### src/rtl/adc_sample_averager_if.sv
// Bus between an ADC front end, the sample averager and the result consumer.
// The averager sits on the slave side; the ADC/consumer side drives the master modport.
interface adc_sample_averager_if #(
  parameter int DATA_W = 16,
  parameter int LOG2_N = 4
) ();
  logic              ENABLE;
  logic [DATA_W-1:0] IN_DATA;
  logic              IN_VALID;
  logic              AVG_READY;
  logic              CLR_OVR;
  logic [DATA_W-1:0] AVG;
  logic [DATA_W-1:0] AVG_MAX;
  logic [DATA_W-1:0] AVG_MIN;
  logic              AVG_VALID;
  logic              OVERRUN;
  logic [LOG2_N:0]   FILL;

  modport master (
    output ENABLE, IN_DATA, IN_VALID, AVG_READY, CLR_OVR,
    input  AVG, AVG_MAX, AVG_MIN, AVG_VALID, OVERRUN, FILL
  );

  modport slave (
    input  ENABLE, IN_DATA, IN_VALID, AVG_READY, CLR_OVR,
    output AVG, AVG_MAX, AVG_MIN, AVG_VALID, OVERRUN, FILL
  );
endinterface

### src/rtl/adc_sample_averager.sv
// Block averager: accumulates 2^LOG2_N ADC samples and publishes mean, max and min
// through a single-entry output register with valid/ready and a sticky overrun flag.
module adc_sample_averager #(
  parameter int LOG2_N = 4,
  parameter int DATA_W = 16
) (
  input  logic                 CLK,
  input  logic                 rst,
  adc_sample_averager_if.slave bus
);
  localparam int ACC_W  = DATA_W + LOG2_N;
  localparam int FILL_W = LOG2_N + 1;
  localparam logic [FILL_W-1:0] LAST = FILL_W'((1 << LOG2_N) - 1);

  localparam logic [0:0] IDLE  = 1'b0;
  localparam logic [0:0] ACCUM = 1'b1;

  logic [0:0]        state_q, state_d;
  logic [ACC_W-1:0]  acc_q, acc_d;
  logic [FILL_W-1:0] fill_q, fill_d;
  logic [DATA_W-1:0] max_q, max_d;
  logic [DATA_W-1:0] min_q, min_d;
  logic [DATA_W-1:0] avg_q, avg_d;
  logic [DATA_W-1:0] avg_max_q, avg_max_d;
  logic [DATA_W-1:0] avg_min_q, avg_min_d;
  logic              avg_valid_q, avg_valid_d;
  logic              overrun_q, overrun_d;

  logic              accept;
  logic              complete;
  logic [ACC_W-1:0]  sum;
  logic [DATA_W-1:0] samp_max;
  logic [DATA_W-1:0] samp_min;

  // NOTE: every always_comb output gets a default first so no path leaves it unassigned (no latch).
  always_comb begin
    // A sample arriving on the edge where ENABLE drops is not accepted.
    accept   = (state_q == ACCUM) && bus.ENABLE && bus.IN_VALID;
    complete = accept && (fill_q == LAST);
    sum      = acc_q + ACC_W'(bus.IN_DATA);
    samp_max = (bus.IN_DATA > max_q) ? bus.IN_DATA : max_q;
    samp_min = (bus.IN_DATA < min_q) ? bus.IN_DATA : min_q;

    state_d     = bus.ENABLE ? ACCUM : IDLE;
    acc_d       = acc_q;
    fill_d      = fill_q;
    max_d       = max_q;
    min_d       = min_q;
    avg_d       = avg_q;
    avg_max_d   = avg_max_q;
    avg_min_d   = avg_min_q;
    avg_valid_d = avg_valid_q;
    overrun_d   = overrun_q;

    if ((state_q == IDLE) || !bus.ENABLE || complete) begin
      acc_d  = '0;
      fill_d = '0;
      max_d  = '0;
      min_d  = '1;
    end else if (accept) begin
      acc_d  = sum;
      fill_d = fill_q + FILL_W'(1);
      max_d  = samp_max;
      min_d  = samp_min;
    end

    // The register is free if empty or being drained on this same edge.
    if (complete && (!avg_valid_q || bus.AVG_READY)) begin
      avg_d       = sum[ACC_W-1:LOG2_N];
      avg_max_d   = samp_max;
      avg_min_d   = samp_min;
      avg_valid_d = 1'b1;
    end else if (avg_valid_q && bus.AVG_READY) begin
      avg_valid_d = 1'b0;
    end

    if (complete && avg_valid_q && !bus.AVG_READY) begin
      overrun_d = 1'b1;
    end else if (bus.CLR_OVR) begin
      overrun_d = 1'b0;
    end
  end

  // NOTE: sequential state uses non-blocking assignments so all flops update together.
  always_ff @(posedge CLK or negedge rst) begin
    if (!rst) begin
      state_q     <= IDLE;
      acc_q       <= '0;
      fill_q      <= '0;
      max_q       <= '0;
      min_q       <= '1;
      avg_q       <= '0;
      avg_max_q   <= '0;
      avg_min_q   <= '0;
      avg_valid_q <= 1'b0;
      overrun_q   <= 1'b0;
    end else begin
      state_q     <= state_d;
      acc_q       <= acc_d;
      fill_q      <= fill_d;
      max_q       <= max_d;
      min_q       <= min_d;
      avg_q       <= avg_d;
      avg_max_q   <= avg_max_d;
      avg_min_q   <= avg_min_d;
      avg_valid_q <= avg_valid_d;
      overrun_q   <= overrun_d;
    end
  end

  assign bus.AVG       = avg_q;
  assign bus.AVG_MAX   = avg_max_q;
  assign bus.AVG_MIN   = avg_min_q;
  assign bus.AVG_VALID = avg_valid_q;
  assign bus.OVERRUN   = overrun_q;
  assign bus.FILL      = fill_q;
endmodule

### src/flat_wrapper.sv
// flat-port wrapper written by rule: the top's interface ports become plain ports
module adc_sample_averager_flat 
#(
  parameter int LOG2_N = 4,
  parameter int DATA_W = 16
)
  (CLK, rst, bus_ENABLE, bus_IN_DATA, bus_IN_VALID, bus_AVG_READY, bus_CLR_OVR, bus_AVG, bus_AVG_MAX, bus_AVG_MIN, bus_AVG_VALID, bus_OVERRUN, bus_FILL);
  adc_sample_averager_if #(.DATA_W(DATA_W), .LOG2_N(LOG2_N)) bus_i ();
  input  logic CLK;
  input  logic rst;
  input wire logic [$bits(bus_i.ENABLE)-1:0] bus_ENABLE;
  input wire logic [$bits(bus_i.IN_DATA)-1:0] bus_IN_DATA;
  input wire logic [$bits(bus_i.IN_VALID)-1:0] bus_IN_VALID;
  input wire logic [$bits(bus_i.AVG_READY)-1:0] bus_AVG_READY;
  input wire logic [$bits(bus_i.CLR_OVR)-1:0] bus_CLR_OVR;
  output wire logic [$bits(bus_i.AVG)-1:0] bus_AVG;
  output wire logic [$bits(bus_i.AVG_MAX)-1:0] bus_AVG_MAX;
  output wire logic [$bits(bus_i.AVG_MIN)-1:0] bus_AVG_MIN;
  output wire logic [$bits(bus_i.AVG_VALID)-1:0] bus_AVG_VALID;
  output wire logic [$bits(bus_i.OVERRUN)-1:0] bus_OVERRUN;
  output wire logic [$bits(bus_i.FILL)-1:0] bus_FILL;
  assign bus_i.ENABLE = bus_ENABLE;
  assign bus_i.IN_DATA = bus_IN_DATA;
  assign bus_i.IN_VALID = bus_IN_VALID;
  assign bus_i.AVG_READY = bus_AVG_READY;
  assign bus_i.CLR_OVR = bus_CLR_OVR;
  assign bus_AVG = bus_i.AVG;
  assign bus_AVG_MAX = bus_i.AVG_MAX;
  assign bus_AVG_MIN = bus_i.AVG_MIN;
  assign bus_AVG_VALID = bus_i.AVG_VALID;
  assign bus_OVERRUN = bus_i.OVERRUN;
  assign bus_FILL = bus_i.FILL;
  adc_sample_averager #(.LOG2_N(LOG2_N), .DATA_W(DATA_W)) u_core (.CLK(CLK), .rst(rst), .bus(bus_i));
endmodule
### config.mk
export PLATFORM = sky130hd
export DESIGN_NAME = adc_sample_averager_flat
export DESIGN_NICKNAME = d
export VERILOG_FILES = /design/src/rtl/adc_sample_averager_if.sv /design/src/rtl/adc_sample_averager.sv /design/src/flat_wrapper.sv
export SDC_FILE = /design/constraint.sdc
export NUM_CORES = 1
export LEC_CHECK = 0
export CAP_MARGIN = 5
export CELL_PAD_IN_SITES_DETAIL_PLACEMENT = 0
export CELL_PAD_IN_SITES_GLOBAL_PLACEMENT = 1
export CORE_MARGIN = 2
export CORE_UTILIZATION = 30
export DETAILED_ROUTE_END_ITERATION = 10
export GPL_TIMING_DRIVEN = 0
export PLACE_DENSITY_LB_ADDON = 0.1
export SYNTH_ARGS = -nofsm -noshare
export SYNTH_HDL_FRONTEND = slang
export SYNTH_SLANG_ARGS = --single-unit
### constraint.sdc
create_clock -name CLK -period 2.6 [get_ports CLK]
set_input_delay 0.26 -clock CLK [delete_from_list [all_inputs] [get_ports CLK]]
set_output_delay 0.26 -clock CLK [all_outputs]
set_load 0.03 [all_outputs]
-- Word-level counts from Yosys, hierarchy flattened
Index checks and enable logic that the tools add are counted.
- order comparisons: 2
- add/subtract/negate cells: 2
- eq/ne operators: 1
- mux-type cells: 15
- shift-type cells: 0
- multiply operators: 0
- bitwise gates (word level): 1
- reductions and logical operators: 16
- divide/modulo/power cells: 0
- operators by type and width (cell ; number):
    $mux 16 ; 6
    $mux 20 ; 2
    $add 20x16->20 ; 1
    $gt 16x16->1 ; 1
    $lt 16x16->1 ; 1
    $mux 5 ; 2
    $logic_and 1x1->1 ; 7
    $reduce_bool 2->1 ; 3
    $add 5x1->5 const B ; 1
    $eq 5x4->1 const B ; 1
    $mux 1 ; 5
    $logic_not 1->1 ; 3
    $logic_or 1x1->1 ; 3
    $not 1->1 ; 1
- bits in latches: 0
- memory bits (read-only): 0
- output and inout bits: 55
- register bits after elaboration: 108
- memory bits (writable): 0
- memories kept: 0
- input port bits: 22

-- Longest topological paths before layout
Gate-level depths: netlist of run 1.
- word-level depth: 6
- mapped depth: 11

-- Worst setup path before layout of run 1
OpenSTA, ideal clock, no wires.
- path type: register to register
- start point: reg u_core.max_q[1]
- end point: reg u_core.max_q[0]
- buffers on the path: 2
- setup slack: 241 ps
- cell stages (with the launch flop): 12
- arrival: 2238 ps
- required time: 2479 ps
- path through: dfrtp_1 > inv_1 > ha_1 > nor2b_1 > o211ai_1 > a2111oi_2 > a2111oi_2 > or2_1 > buf_6 > a21o_2 > buf_4 > a22o_1
- word-level cells in the longest chain between the ends: 4
- RTL lines (item ; line ; source):
    from (decl) ; adc_sample_averager.sv:21 ; logic [DATA_W-1:0] max_q, max_d;
    from (signal assigned) ; adc_sample_averager.sv:101 ; max_q <= max_d;
    $gt 16x16->1 ; adc_sample_averager.sv:41 ; samp_max = (bus.IN_DATA > max_q) ? bus.IN_DATA : max_q;
    $mux 16 ; adc_sample_averager.sv:41 ;
    $mux 16 ; adc_sample_averager.sv:60 ; end else if (accept) begin
    $mux 16 ; adc_sample_averager.sv:55 ; if ((state_q == IDLE) || !bus.ENABLE || complete) begin
Every way passes these cells. The select of a mux whose other input is x is not followed.
A chain may end at the register's enable or synchronous reset.

-- Worst setup path after layout of run 1
- start point: reg u_core.max_q[1]
- end point: reg u_core.max_q[15]
Same word-level chain as after synthesis.

==> results of run 1 <==
## stage by stage
stage               total power (W)   util  area, sq um  instances  setup WS (ns)
floorplan                   0.00210      -         6030        579          0.241
global placement            0.00230  0.363         7120        919          -3.18
detailed placement          0.00231  0.365         7140        920         -0.809
CTS                         0.00387  0.386         7560        941        0.00641
global route                0.00405  0.401         7860        953        -0.0325
finish                      0.00387  0.401         7860        953         0.0590
## power breakdown
| group | switching [W] | leakage [nW] | total [W] | internal, W |
|---|---|---|---|---|
| sequential | 0.0000235 | 1.44 | 0.00174 | 0.00172 |
| clock | 0.000677 | 0.156 | 0.00153 | 0.000851 |
| combinational | 0.000349 | 2.06 | 0.000595 | 0.000246 |
## final cells by class
class,instances,area (sq um)
clock inverter,7,98.8
sequential,108,2720
inverter,38,143
multi-input combinational,403,3210
clock buffer,9,225
buffer,30,209
timing repair buffer,93,916
fill,1939,11700
tap,265,332
## state kept, by name, indices dropped and copies added (netlist names)
signal	cells
u_core.acc_q	20
u_core.bus.FILL	5
u_core.min_q	16
u_core.state_q	1
u_core.bus.AVG_VALID	1
u_core.max_q	16
u_core.bus.AVG_MAX	16
u_core.bus.AVG	16
u_core.bus.OVERRUN	1
u_core.bus.AVG_MIN	16
## metal layers
metal / vias up / routed length (um)
li1: 2311 / -
met1: 2362 / 8600
met2: 104 / 7670
met3: 21 / 698
met4: 0 / 376
met5: - / 0
## worst max-delay path by stage
stage | startpoint | end | slack (ns) | cells after the start
floorplan | u_core.max_q[1] | u_core.max_q[0] | 0.24 | 11
global placement | rst | u_core.acc_q[12] | -3.18 | 1
detailed placement | bus_IN_DATA[0] | u_core.bus.AVG[14] | -0.81 | 11
CTS | u_core.max_q[1] | u_core.max_q[14] | 0.006 | 11
global route | u_core.max_q[9] | u_core.max_q[15] | -0.03 | 11
finish | u_core.max_q[1] | u_core.max_q[15] | 0.06 | 11
## cells in the final DEF, fill, tap and decap left out, types with 3 or more instances in the layout
cell type        instances
o21a_1                   5
o21bai_1                 3
a22o_1                  31
nand2b_1                 7
ha_1                    45
a21oi_1                 22
dfstp_2                 16
xnor2_1                  8
nor2_1                  19
buf_12                   3
o21ai_1                 11
inv_2                    3
o22ai_1                  4
nor2b_1                  3
ha_4                     3
dfrtp_1                 92
dlygate4sd2_1           15
nand2_1                 54
clkbuf_1                14
nand3_1                  8
clkbuf_16               10
and3_1                   4
mux2_2                  12
nand4_1                 13
inv_1                   35
buf_4                   15
nor3_1                   4
o22a_1                  17
buf_6                    4
o21ai_0                 39
xor2_1                   6
clkbuf_2                 5
a21o_1                   8
clkdlybuf4s50_1         58
a2111oi_4                3
mux2i_1                 30
## kinds of logic after synthesis
family / after synthesis / share of synthesized area
AO/OA/AOI/OAI: 168 / 0.196
AND/OR/NAND/NOR: 127 / 0.101
flip-flops: 108 / 0.451
buffers and inverters: 68 / 0.0512
adder cells (fa/ha/maj): 50 / 0.105
multiplexers: 44 / 0.0755
XOR/XNOR: 14 / 0.0203
## worst max-delay path: cells and delay by family, from the launching register on
family / cells / cell delay, ns
AO/OA/AOI/OAI: 5 / 1.07
adder cells (fa/ha/maj): 1 / 0.26
buffers and inverters: 3 / 0.37
AND/OR/NAND/NOR: 2 / 0.37
flip-flops: 1 / 0.36
## timing repair
action	in CTS	in global routing
cloned	0	1
buffers inserted	4	11
setup endpoints to repair	88	66
pin swaps	4	11
hold endpoints to repair	43	0
resized for setup	34	41
hold buffers	1	0
==> results.md, run 1 <==
* Worst-Margin Slew at 0.585 ns
* Vias in the first global route at 4623
* Crit path top cell by count: a2111oi_4
* Slowest cell on crit path: a2111oi_4
* WP data required at 2.85 ns
* Hold Violations, Final at 0
* Share of layout cells above drive strength 1 at 0.167
* Launch point of the worst reg-to-reg path: u_core.max_q[1]
* Dominant cell by count in the synthesized netlist: dfrtp_1
* Final hold slack at 0.390 ns
* Largest area contributor in the netlist: dfrtp_1
* Worst-path fanout max at 8
* Largest net degree at the start of global routing at 62
* First-pass GRT wire length at 27000 um
* Max-slew violation count at 0
* #FFs+latches synth at 108
* GRT Resource Usage Total at 0.162
* Slew headroom at 0.610
* Leading post-synthesis cells by cell area: dfrtp_1, ha_1, dfstp_2
* Post-Syn Area at 6030 sq um
* Met3 GRT Util at 0.0223
* Io pins at 77
* PwrDens at 492 nW/um^2
* Setup tns final at 0 ns
* Final wirelength at 17300 um
* Nets at 755
* Latest clock arrival within the worst-skew pair at 0.36 ns
* Leak pwr at 3.66 nW
* Period minus WS final at 2.54 ns
* Synth Net Count at 651
* DRT Pass-1 Iters at 4
* Routing usage on met2 at 0.247
* Top post-synthesis cells by count: dfrtp_1, nand2_1, ha_1
* Post-DP HPWL at 12300 um
* Clock root buffer: clkbuf_16
* Worst min-delay path class: input port to flop
* Crit-path cells: inv_2, ha_4, nor2b_4, o211ai_1, a2111oi_4, a2111oi_4, or2_1, buf_8, a21o_4, clkbuf_16, a22o_1
* Arr. time, crit path at 2.79 ns
* Initial antenna violation count at 0
* Max rail drop VDD at 0.000294 V
* Vias per inst at 5.03
* Die width at 146 um
* 1st-iter DRT viols at 190
* Detail Route Antenna Nets at 0
* Total gr overflow at 0
* GR Util met1 at 0.235
* Reg2reg setup slack at 0.06 ns
* Count of cell types in the netlist at 56
* CP Capture Type: flop
* Worst reg2reg endpoint: u_core.max_q[15]
* Initial Util at 0.308
* Hold Crit Depth at 2
* CTS clk-pin slew, worst paths at 0.08 ns
* Residual DRC at 0
* Hold Path End: u_core.min_q[5]
* TritonCTS clock tree: done
* Most Crowded Layer GR: met2
* Syn. warnings at 0
* Critical path class: flop to flop
* Final period utilization at 0.977
* Synth async-reset ratio at 1.00
* Most common flop cell mapped by yosys: dfrtp_1
* Sequential area share after synthesis at 0.451
* Mean Syn Cell Area at 10.4 sq um
* R2R depth at 11
* Clock Path Buffers at 2
* Hold_sp: bus_IN_DATA[5]
* Post-synth EDFFs at 0
* DIE HEIGHT at 146 um
* CP max stage delay at 0.43 ns
* Synth top area share at 0.382
* RSZ-0062 raised after global routing: true
* Clk sinks at 108
* Area delta synth->final at 30.2%
* Post-synthesis cell count at 579
* Outcome: completed
* Core area at 19600 sq um
* H-tree Lvls at 3
* ANT cells at 0
* Startpoint type of the worst setup path: flop
* I/O Buffers at 75
* Highest clock rate at 394 MHz
* Routed wire per std cell at 18.2 um
* Max Cap Viol at 0
* Gp weighted congestion at 0.810
* Final setup fails at 0
* DR vias at 4798
* Die area at 21300 sq um
* Std-Cell Rows at 51
* Worst Skew at 0.00913 ns
* Total CTS buffers at 9
No activity file was read; power rests on OpenSTA's default activity.
==> run 2, diff against run 1 <==
ABC_AREA = 1   (was default)
==> results.md, run 2 <==
* CTS clk-pin slew, worst paths at 0.08 ns
* TritonCTS clock tree: done
* Dominant cell by count in the synthesized netlist: nand2_1
* 1st-iter DRT viols at 249
* Leading post-synthesis cells by cell area: dfrtp_1, nand2_1, ha_1
* Die width at 151 um
* Gp weighted congestion at 0.835
* Mux cell area share after synthesis at 0
* Residual DRC at 0
* Non-Filler Instances at 1255
* Register area at 2720 sq um
* Largest area contributor in the netlist: dfrtp_1
* Max FFs per register at 20
* Clock root buffer: clkbuf_16
* Max rail drop VDD at 0.000298 V
* Max Cap Viol at 0
* Sequential area share after synthesis at 0.418
* Largest family of logic cells by synthesized area: simple AND/OR/NAND/NOR gates
* Vias in the first global route at 5785
* Most common flop cell mapped by yosys: dfrtp_1
* Worst-path fanout max at 4
* Leak pwr at 4.38 nW
* Worst Skew at 0.00845 ns
* CP Buf/Inv Count at 2
* Initial Util at 0.308
* Hold_sp: bus_ENABLE
* Top post-synthesis cells by count: nand2_1, nand3_1, inv_1
* Routed wire per std cell at 15.4 um
* Final WS setup at 0.284 ns
* Dpl ws at -0.264 ns
* DRT Pass-1 Iters at 6
* Worst reg2reg endpoint: u_core.bus.AVG_MIN[14]
* Total gr overflow at 0
* Syn. warnings at 0
* Die area at 22900 sq um
* First-pass GRT wire length at 31400 um
* Hold Path End: u_core.state_q
* Initial antenna violation count at 0
* GRT Resource Usage Total at 0.182
* Vias per inst at 4.59
* Clk sinks at 108
* Core area at 21200 sq um
* Count of cell types in the netlist at 34
* I/O Buffers at 76
* Most common cell after layout, fill and taps aside: nand2_1
* Latest clock arrival within the worst-skew pair at 0.36 ns
* Mean Syn Cell Area at 7.35 sq um
* Post-synthesis cell count at 886
* Overall power at 0.00424 W
* PwrDens at 530 nW/um^2
* Post-synth EDFFs at 0
* Most frequent cells in the layout: nand2_1, nand3_1, inv_1
* Final period utilization at 0.891
* Launch point of the worst reg-to-reg path: u_core.min_q[9]
* Post-synthesis adder-cell area fraction at 0.0972
* ANT cells at 0
* Synth async-reset ratio at 1.00
* Detail Route Antenna Nets at 0
* Reg with most FFs: u_core.acc_q
* Reg2reg setup slack at 0.31 ns
* #FFs+latches synth at 108
* Synth Area in Simple Gates at 0.338
* Top delay family on crit path: simple AND/OR/NAND/NOR gates
* Dpl cells at 1238
* Synth Net Count at 958
* Crit path top cell by count: nand2_1
* Nets at 1047
* Slew headroom at 0.546
* RSZ-0062 raised after global routing: false
* Arr. time, crit path at 2.56 ns
* Std-Cell Rows at 53
* Final wirelength at 19400 um
* CP max stage delay at 0.60 ns
* Share of layout cells above drive strength 1 at 0.0684
* Post-CTS Setup Repair Bufs at 0
* DIE HEIGHT at 151 um
* Clock Path Buffers at 2
* Total CTS buffers at 9
* Post-DP HPWL at 14700 um
* R2R depth at 13
* Post-synthesis compound-gate area fraction at 0.0545
* Startpoint type of the worst setup path: input port
* Hold Violations, Final at 0
* DP Area at 7650 sq um
* Critical path class: input port to flop
* Multi-input gate area at 3240 sq um
* Outcome: completed
* CP Capture Type: flop
* Fill cells at 2292
* Final setup fails at 0
* H-tree Lvls at 3
* Post-Synth XOR/XNOR Area at 0.00806
* Crit-path cells: clkdlybuf4s50_1, ha_1, inv_1, fa_1, nand3b_1, nand2_1, nand3_1, nand2_1, nand3_1, nand2_1, nand2_1, nand3_1, o21ai_0
* Hold Crit Depth at 1
* Io pins at 77
* Largest net degree at the start of global routing at 56
* Slowest cell on crit path: clkdlybuf4s50_1
* Worst-Margin Slew at 0.681 ns
* Highest clock rate at 432 MHz
* Period minus WS final at 2.32 ns
* Max-slew violation count at 0
* Area delta synth->final at 22.8%
* Post-Syn Area at 6520 sq um
* Design area at 8000 sq um
* DR vias at 5765
* WP data required at 2.84 ns
* Synth top area share at 0.353
* Worst min-delay path class: input port to flop
[run 2: cell count changes after synthesis, moves of 17 or more]
cell     change
a22o_1      -27
inv_1       +70
mux2i_1     -32
nand2_1    +293
nand3_1    +109
o21ai_0     -22
o22a_1      -17
[run 2: area by class of cell]
class,count,area share
multi-input combinational,642,0.405
inverter,111,0.0521
sequential,108,0.340
buffer,25,0.0170
tap,275,0.0430
clock buffer,12,0.0333
timing repair buffer,78,0.100
clock inverter,4,0.00876
[run 2: worst max-delay path by stage]
stage                  startpoint                 end  cells past startpoint
2_1_floorplan  u_core.bus.FILL[1]     u_core.max_q[5]                     12
3_3_place_gp                  rst    u_core.acc_q[18]                      1
3_5_place_dp       bus_IN_DATA[1]  u_core.bus.AVG[14]                     14
4_1_cts            bus_IN_DATA[1]  u_core.bus.AVG[14]                     14
5_1_grt            bus_IN_DATA[0]    u_core.acc_q[18]                     15
6_report           bus_IN_DATA[0]    u_core.acc_q[16]                     13
[run 2: where the power goes]
part,leakage [nW],internal [W],switching [W]
combinational,2.77,0.000294,0.000546
sequential,1.43,0.00176,0.0000445
clock,0.169,0.000922,0.000671
total,4.38,0.00298,0.00126
[run 2: metal layers]
layer | share of wire | up-vias | global-route usage
met5 | 0 | - | 0
met4 | 0.0098 | 0 | 0.0393
met3 | 0.027 | 12 | 0.0265
met2 | 0.46 | 76 | 0.300
met1 | 0.50 | 2686 | 0.252
li1 | - | 2991 | -
[run 2: through the flow]
step	hold WS, ns	utilization	TNS (ns)
floorplan	-0.0356	-	0
global placement	0.462	0.360	-347.52
detailed placement	0.270	0.362	-6.87
CTS	0.376	0.378	0
global route	0.386	0.378	0
finish	0.386	0.378	0
[run 2: kinds of logic after synthesis]
family | after synthesis
AND/OR/NAND/NOR | 522
buffers and inverters | 136
flip-flops | 108
AO/OA/AOI/OAI | 64
adder cells (fa/ha/maj) | 50
XOR/XNOR | 6
[run 2: repair_timing]
action                     in CTS  in global routing
gates resized for setup         0                  1
hold endpoints to repair       42                  0
setup endpoints to repair       0                  6
hold buffers                    1                  0
==> edit 1 (settings of run 2) <==
`DATA_W` is set to 16 in 3 places; all go to 12.
--- a/src/rtl/adc_sample_averager_if.sv
+++ b/src/rtl/adc_sample_averager_if.sv
@@ -3,3 +3,3 @@
 interface adc_sample_averager_if #(
-  parameter int DATA_W = 16,
+  parameter int DATA_W = 12,
   parameter int LOG2_N = 4
--- a/src/rtl/adc_sample_averager.sv
+++ b/src/rtl/adc_sample_averager.sv
@@ -4,3 +4,3 @@
   parameter int LOG2_N = 4,
-  parameter int DATA_W = 16
+  parameter int DATA_W = 12
 ) (
--- a/src/flat_wrapper.sv
+++ b/src/flat_wrapper.sv
@@ -4,3 +4,3 @@
   parameter int LOG2_N = 4,
-  parameter int DATA_W = 16
+  parameter int DATA_W = 12
 )
Interface: changed (resized bus_AVG, bus_AVG_MAX, bus_AVG_MIN and bus_IN_DATA); port bits go from 77 to 61. No check against the original RTL was run, so the function may have changed too.
==> edit 1 against run 2 <==
Routed wire length shrank 25%. Sequential power shrank 22%. Setup slack gained 0.069 ns. Largest cell class unchanged. Synthesized cell count shrank 21%. Critical path depth shrank 2. Maximum frequency grew 3.1%. Final cell count shrank 20%. Total power shrank 19%. Non-clock buffer count shrank 21. Design area shrank 20%. Global-route usage shrank 1.0 points. Sequential cell count shrank 24. Synthesized area shrank 21%.
==> edit 1: results (changes against run 2) <==
| Metric | Value |
|---|---|
| WL/cell | 14.5 um (-5.9%) |
| Routed WL | 14600 um (-25%) |
| Number of fill cells in the layout | 1824 (-20%) |
| Initial drt markers | 199 (-20%) |
| Max IR drop VDD | 0.323 mV (+8.6%) |
| Cell total after placement | 985 (-20%) |
| R2R cell count | 10 (-3) |
| RR Startpoint | u_core.bus.FILL[1] |
| Crit path DAT | 2.53 ns (-0.03 ns) |
| Layout cell share with drive strength beyond 1 | 9.34% (+2.5 points) |
| Nets | 833 (-20%) |
| Slew HR | 58.9% (+4.3 points) |
| DRT Pass-1 Iters | 4 (-2) |
| R2R Path End | u_core.bus.AVG_MIN[3] |
| R2R Setup Slk | 0.47 ns (+0.16 ns) |
| Critical Path Start | bus_IN_DATA[1] |
| Global-route wire length before repair | 23700 um (-24%) |
| Worst-path clk slew | 0.06 ns (-0.02 ns) |
| Yosys cell types | 37 (+8.8%) |
| Hold slack | 0.382 ns (-0.00434 ns) |
| Crit path max fanout | 5 (+1) |
| Post-synthesis sequential area ratio | 41.0% (-0.77 points) |
| Crit path to | u_core.bus.AVG[2] |
| Status | finished, final reports clean |
| Number of flip-flops in the largest register | 16 (-20%) |
| Drt via density | 4.48 (-2.4%) |
| Commonest cells post-synth | nand2_1, inv_1, nand3_1 |
| Largest net degree at the start of global routing | 44 (-21%) |
| Hpwl dp | 10700 um (-27%) |
| IO buf count | 60 (-21%) |
| GRT Util Overall | 17.1% (-1.0 points) |
| Post-synthesis average cell area | 7.33 sq um (-0.29%) |
| Layout Skew | 0.00580 ns (-0.00264 ns) |
| Leakage | 0.00349 uW (-20%) |
-- edit 1: changes by cell type after synthesis, moves of 6 or more --
cell / delta
a21oi_1: -17
ha_1: -12
clkbuf_1: -6
nand2_2: +7
o21ai_0: -15
dfrtp_1: -20
inv_1: -12
nand2_1: -66
nand3_1: -26
-- edit 1: cell families after synthesis --
kind of cell	count (synthesis)	share of synthesized area [%]
AOI/OAI and AO/OA	31	3.68
buffers and inverters	118	9.62
DFF	84	41.0
xor gates and xnor gates	6	1.02
and+or+nand+nor	427	35.3
adders and majority gates	38	9.36
-- edit 1: layout make-up --
cell class | instances | area (sq um) | area share [%]
buffer | 20 | 129 | 2.02
clock buffer | 12 | 256 | 4.02
clock inverter | 4 | 47.5 | 0.746
inverter | 98 | 368 | 5.77
multi-input combinational | 502 | 2550 | 40.0
sequential | 84 | 2120 | 33.2
tap | 220 | 275 | 4.32
timing repair buffer | 62 | 636 | 9.97
-- edit 1: how the worst min path moves through the flow --
stage                                      from                     to  depth (start not counted)
final                                bus_ENABLE         u_core.state_q                          1
after global routing                 bus_ENABLE         u_core.state_q                          1
after CTS                            bus_ENABLE         u_core.state_q                          1
after detailed placement                    rst  u_core.bus.AVG_MIN[9]                          1
after global placement    u_core.bus.AVG_MIN[9]  u_core.bus.AVG_MIN[9]                          2
after floorplan                             rst        u_core.acc_q[0]                          0
-- edit 1: metrics by stage --
step           area (sq um)  setup slack [ns]  setup TNS [ns]
2_1_floorplan          5160             0.725               0
3_3_place_gp           6040             -2.17         -168.74
3_5_place_dp           6060           -0.0639          -0.285
4_1_cts                6380             0.293               0
5_1_grt                6380             0.163               0
6_report               6380             0.353               0
-- edit 1: critical path, stage by stage --
cell and delay (ns):
clkdlybuf4s50_1 0.65, inv_1 0.17, fa_1 0.48, inv_1 0.08
nand3_1 0.07, nand3_1 0.18, nand2_1 0.08, nand2_1 0.14
xor2_1 0.26, nand2_1 0.09, nand2_1 0.06
-- edit 1: repair_timing --
item,in CTS,in global routing
gates resized for setup,0,0
hold buffers,1,0
hold endpoints to repair,41,0
-- edit 1: layer usage --
metal	wire length (um)	GRT usage [%]	up-vias
li1	-	-	2344
met1	6940	22.6	2072
met2	6960	29.0	65
met3	474	2.47	11
met4	193	5.56	0
met5	0	0	-
-- edit 1: power by group through the flow --
| stage | clock (uW) | combinational, uW | sequential [uW] |
|---|---|---|---|
| after floorplan | 0 | 436 | 1450 |
| after global placement | 0 | 667 | 1430 |
| after detailed placement | 0 | 678 | 1430 |
| after CTS | 1400 | 681 | 1410 |
| after global routing | 1450 | 775 | 1420 |
| final | 1340 | 669 | 1410 |
==> edit 2 (config.mk and constraints of run 2) <==
Made on the original files. Reset style: synchronous (`rst`), changed in one clocked block.
--- a/src/rtl/adc_sample_averager.sv
+++ b/src/rtl/adc_sample_averager.sv
@@ -84,3 +84,3 @@
   // NOTE: sequential state uses non-blocking assignments so all flops update together.
-  always_ff @(posedge CLK or negedge rst) begin
+  always_ff @(posedge CLK) begin
     if (!rst) begin
Behaviour: differs if rst is asserted again (counterexample within 4 cycles, from zero or initial values and one cycle with rst low); with rst held inactive, the same outputs for 10 cycles.
==> edit 2 against run 2 <==
Routed wire length grew 9.5%. Synthesized area is 0.86% higher. Clock skew is 0.0020 ns higher. Maximum frequency down 2.2%. Design area hardly changed. Register-to-register slack worse by 0.06 ns. Setup slack got worse by 0.053 ns. Sequential cell count unchanged. Critical path type unchanged. Largest cell class unchanged.
Power is not compared: it rests on default switching activity, and its combinational part moved more than twofold at a synthesized area within 25%.
==> edit 2: results (changes against run 2) <==
| Metric | Value |
|---|---|
| Status | finished, final reports clean |
| Crit path max fanout | 10 (+6) |
| Clk root buf | clkbuf_16 |
| CTS resizes | 0 (unchanged) |
| Total number of vias | 6284 (+9.0%) |
| Post-CTS setup buffer count | 0 (unchanged) |
| CP peak stage delay | 0.68 ns (+0.08 ns) |
| Synth area leaders | dfxtp_1, nand2_1, nand3_1, ha_1, inv_1 |
| Largest net degree at the start of global routing | 17 (-70%) |
| # DRC | 0 (unchanged) |
| H-Tree Depth | 3 (unchanged) |
| Initial drt markers | 316 (+27%) |
| Post-synthesis average cell area | 6.54 sq um (-11%) |
| Hpwl dp | 16100 um (+9.8%) |
| Routed WL | 21200 um (+9.5%) |
| Global-route wire length before repair | 34000 um (+8.3%) |
| Layout Skew | 0.0104 ns (+0.00197 ns) |
| IO buf count | 76 (unchanged) |
| Layout cell share with drive strength beyond 1 | 5.47% (-1.4 points) |
| Initial antenna violation count | 0 (unchanged) |
| Nets | 1164 (+11%) |
| Syn. warnings | 0 (unchanged) |
| Post-synthesis sequential area ratio | 32.9% (-8.9 points) |
| Syn_nets | 1077 (+12%) |
| CTS Buf Count | 9 (unchanged) |
| Vias in the first global route | 6241 (+7.9%) |
| Number of flip-flops in the largest register | 20 (unchanged) |
| Cell total after placement | 1361 (+9.9%) |
| Clk buf depth | 2 (unchanged) |
| Asr flop ratio synth | 0% (-100 points) |
| Worst-path clk slew | 0.07 ns |
| Leakage | 0.00395 uW |
| Commonest cells post-synth | nand2_1, inv_1, nand3_1 |
| R2R Setup Slk | 0.25 ns (-0.06 ns) |
| Hold slack | 0.467 ns (+0.0803 ns) |
| N_diodes | 0 (unchanged) |
| Max IR drop VDD | 0.270 mV |
| Post-synth top flop | dfxtp_1 |
| Worst hold path type | flip-flop to flip-flop |
| Largest Register | u_core.acc_q |
| P_sw | 882 uW |
| GRT Util Overall | 18.8% (+0.63 points) |
| Skew-Pair Late Insertion Delay | 0.36 ns (about the same) |
| DRT Pass-1 Iters | 5 (-1) |
| Drt via density | 4.56 (-0.65%) |
| Routability Congestion | 0.868 (+3.9%) |
| Yosys cell types | 37 (+8.8%) |
| Slowest-stage cell, CP | clkdlybuf4s50_1 |
| Slew HR | 53.5% (-1.1 points) |
edit 2: cell count changes after synthesis, sizes merged, moves of 11 or more:
cell,run 2,this run
nand2,354,255
nand3,117,128
inv,111,159
dfxtp,0,108
nor2,27,125
dfrtp,92,0
a21oi,32,70
dfstp,16,0
edit 2: metal layers:
metal / GRT usage [%] / vias to the layer above / routed length, um
li1: - / 3351 / -
met1: 24.8 / 2796 / 10200
met2: 31.4 / 112 / 9590
met3: 2.51 / 25 / 945
met4: 6.76 / 0 / 474
met5: 0 / - / 0
edit 2: final cells by class:
| cell class | instances | area (sq um) |
|---|---|---|
| multi-input cells | 700 | 3610 |
| plain buffers | 38 | 199 |
| clock inverters | 4 | 72.6 |
| inverters | 159 | 597 |
| fillers | 2350 | 13700 |
| clock buffers | 12 | 246 |
| flip-flops and latches | 108 | 2160 |
| well taps | 280 | 350 |
| repair buffers | 76 | 761 |
edit 2: worst max-delay path, delay by kind of cell:
kind	cells	cell delay [ns]
buffers and inverters	3	0.97
AND/OR/NAND/NOR	6	0.94
adder cells (fa/ha/maj)	1	0.45
edit 2: worst paths after layout:
check,startpoint,depth (start not counted),to
worst max register to register,u_core.bus.FILL[1],11,u_core.bus.AVG_MIN[0]
worst min register to register,u_core.bus.OVERRUN,2,u_core.bus.OVERRUN
worst min-delay path,u_core.bus.OVERRUN,2,u_core.bus.OVERRUN
worst max-delay path,bus_IN_DATA[7],10,u_core.bus.AVG_MAX[14]
edit 2: through the flow:
stage / worst slack, ns / cell area, sq um
after floorplan: 0.687 / 6570
after global placement: -0.153 / 7680
after detailed placement: -0.184 / 7680
after CTS: 0.189 / 8000
after global routing: 0.0383 / 8000
final: 0.231 / 8000
edit 2: cells by family after synthesis:
logic type                 after synthesis  share of synthesized area, %
AOI/OAI and AO/OA                      115                          9.75
xor gates and xnor gates                 6                         0.800
adders and majority gates               50                          9.63
buffers and inverters                  197                          12.1
DFF                                    108                          32.9
and+or+nand+nor                        529                          34.8
edit 2: power groups by stage:
stage	registers [uW]	logic, uW	clock network [uW]
6_report	1660	311	1550
3_3_place_gp	1700	315	0
2_1_floorplan	1700	180	0
5_1_grt	1660	349	1650
3_5_place_dp	1700	314	0
4_1_cts	1660	316	1610
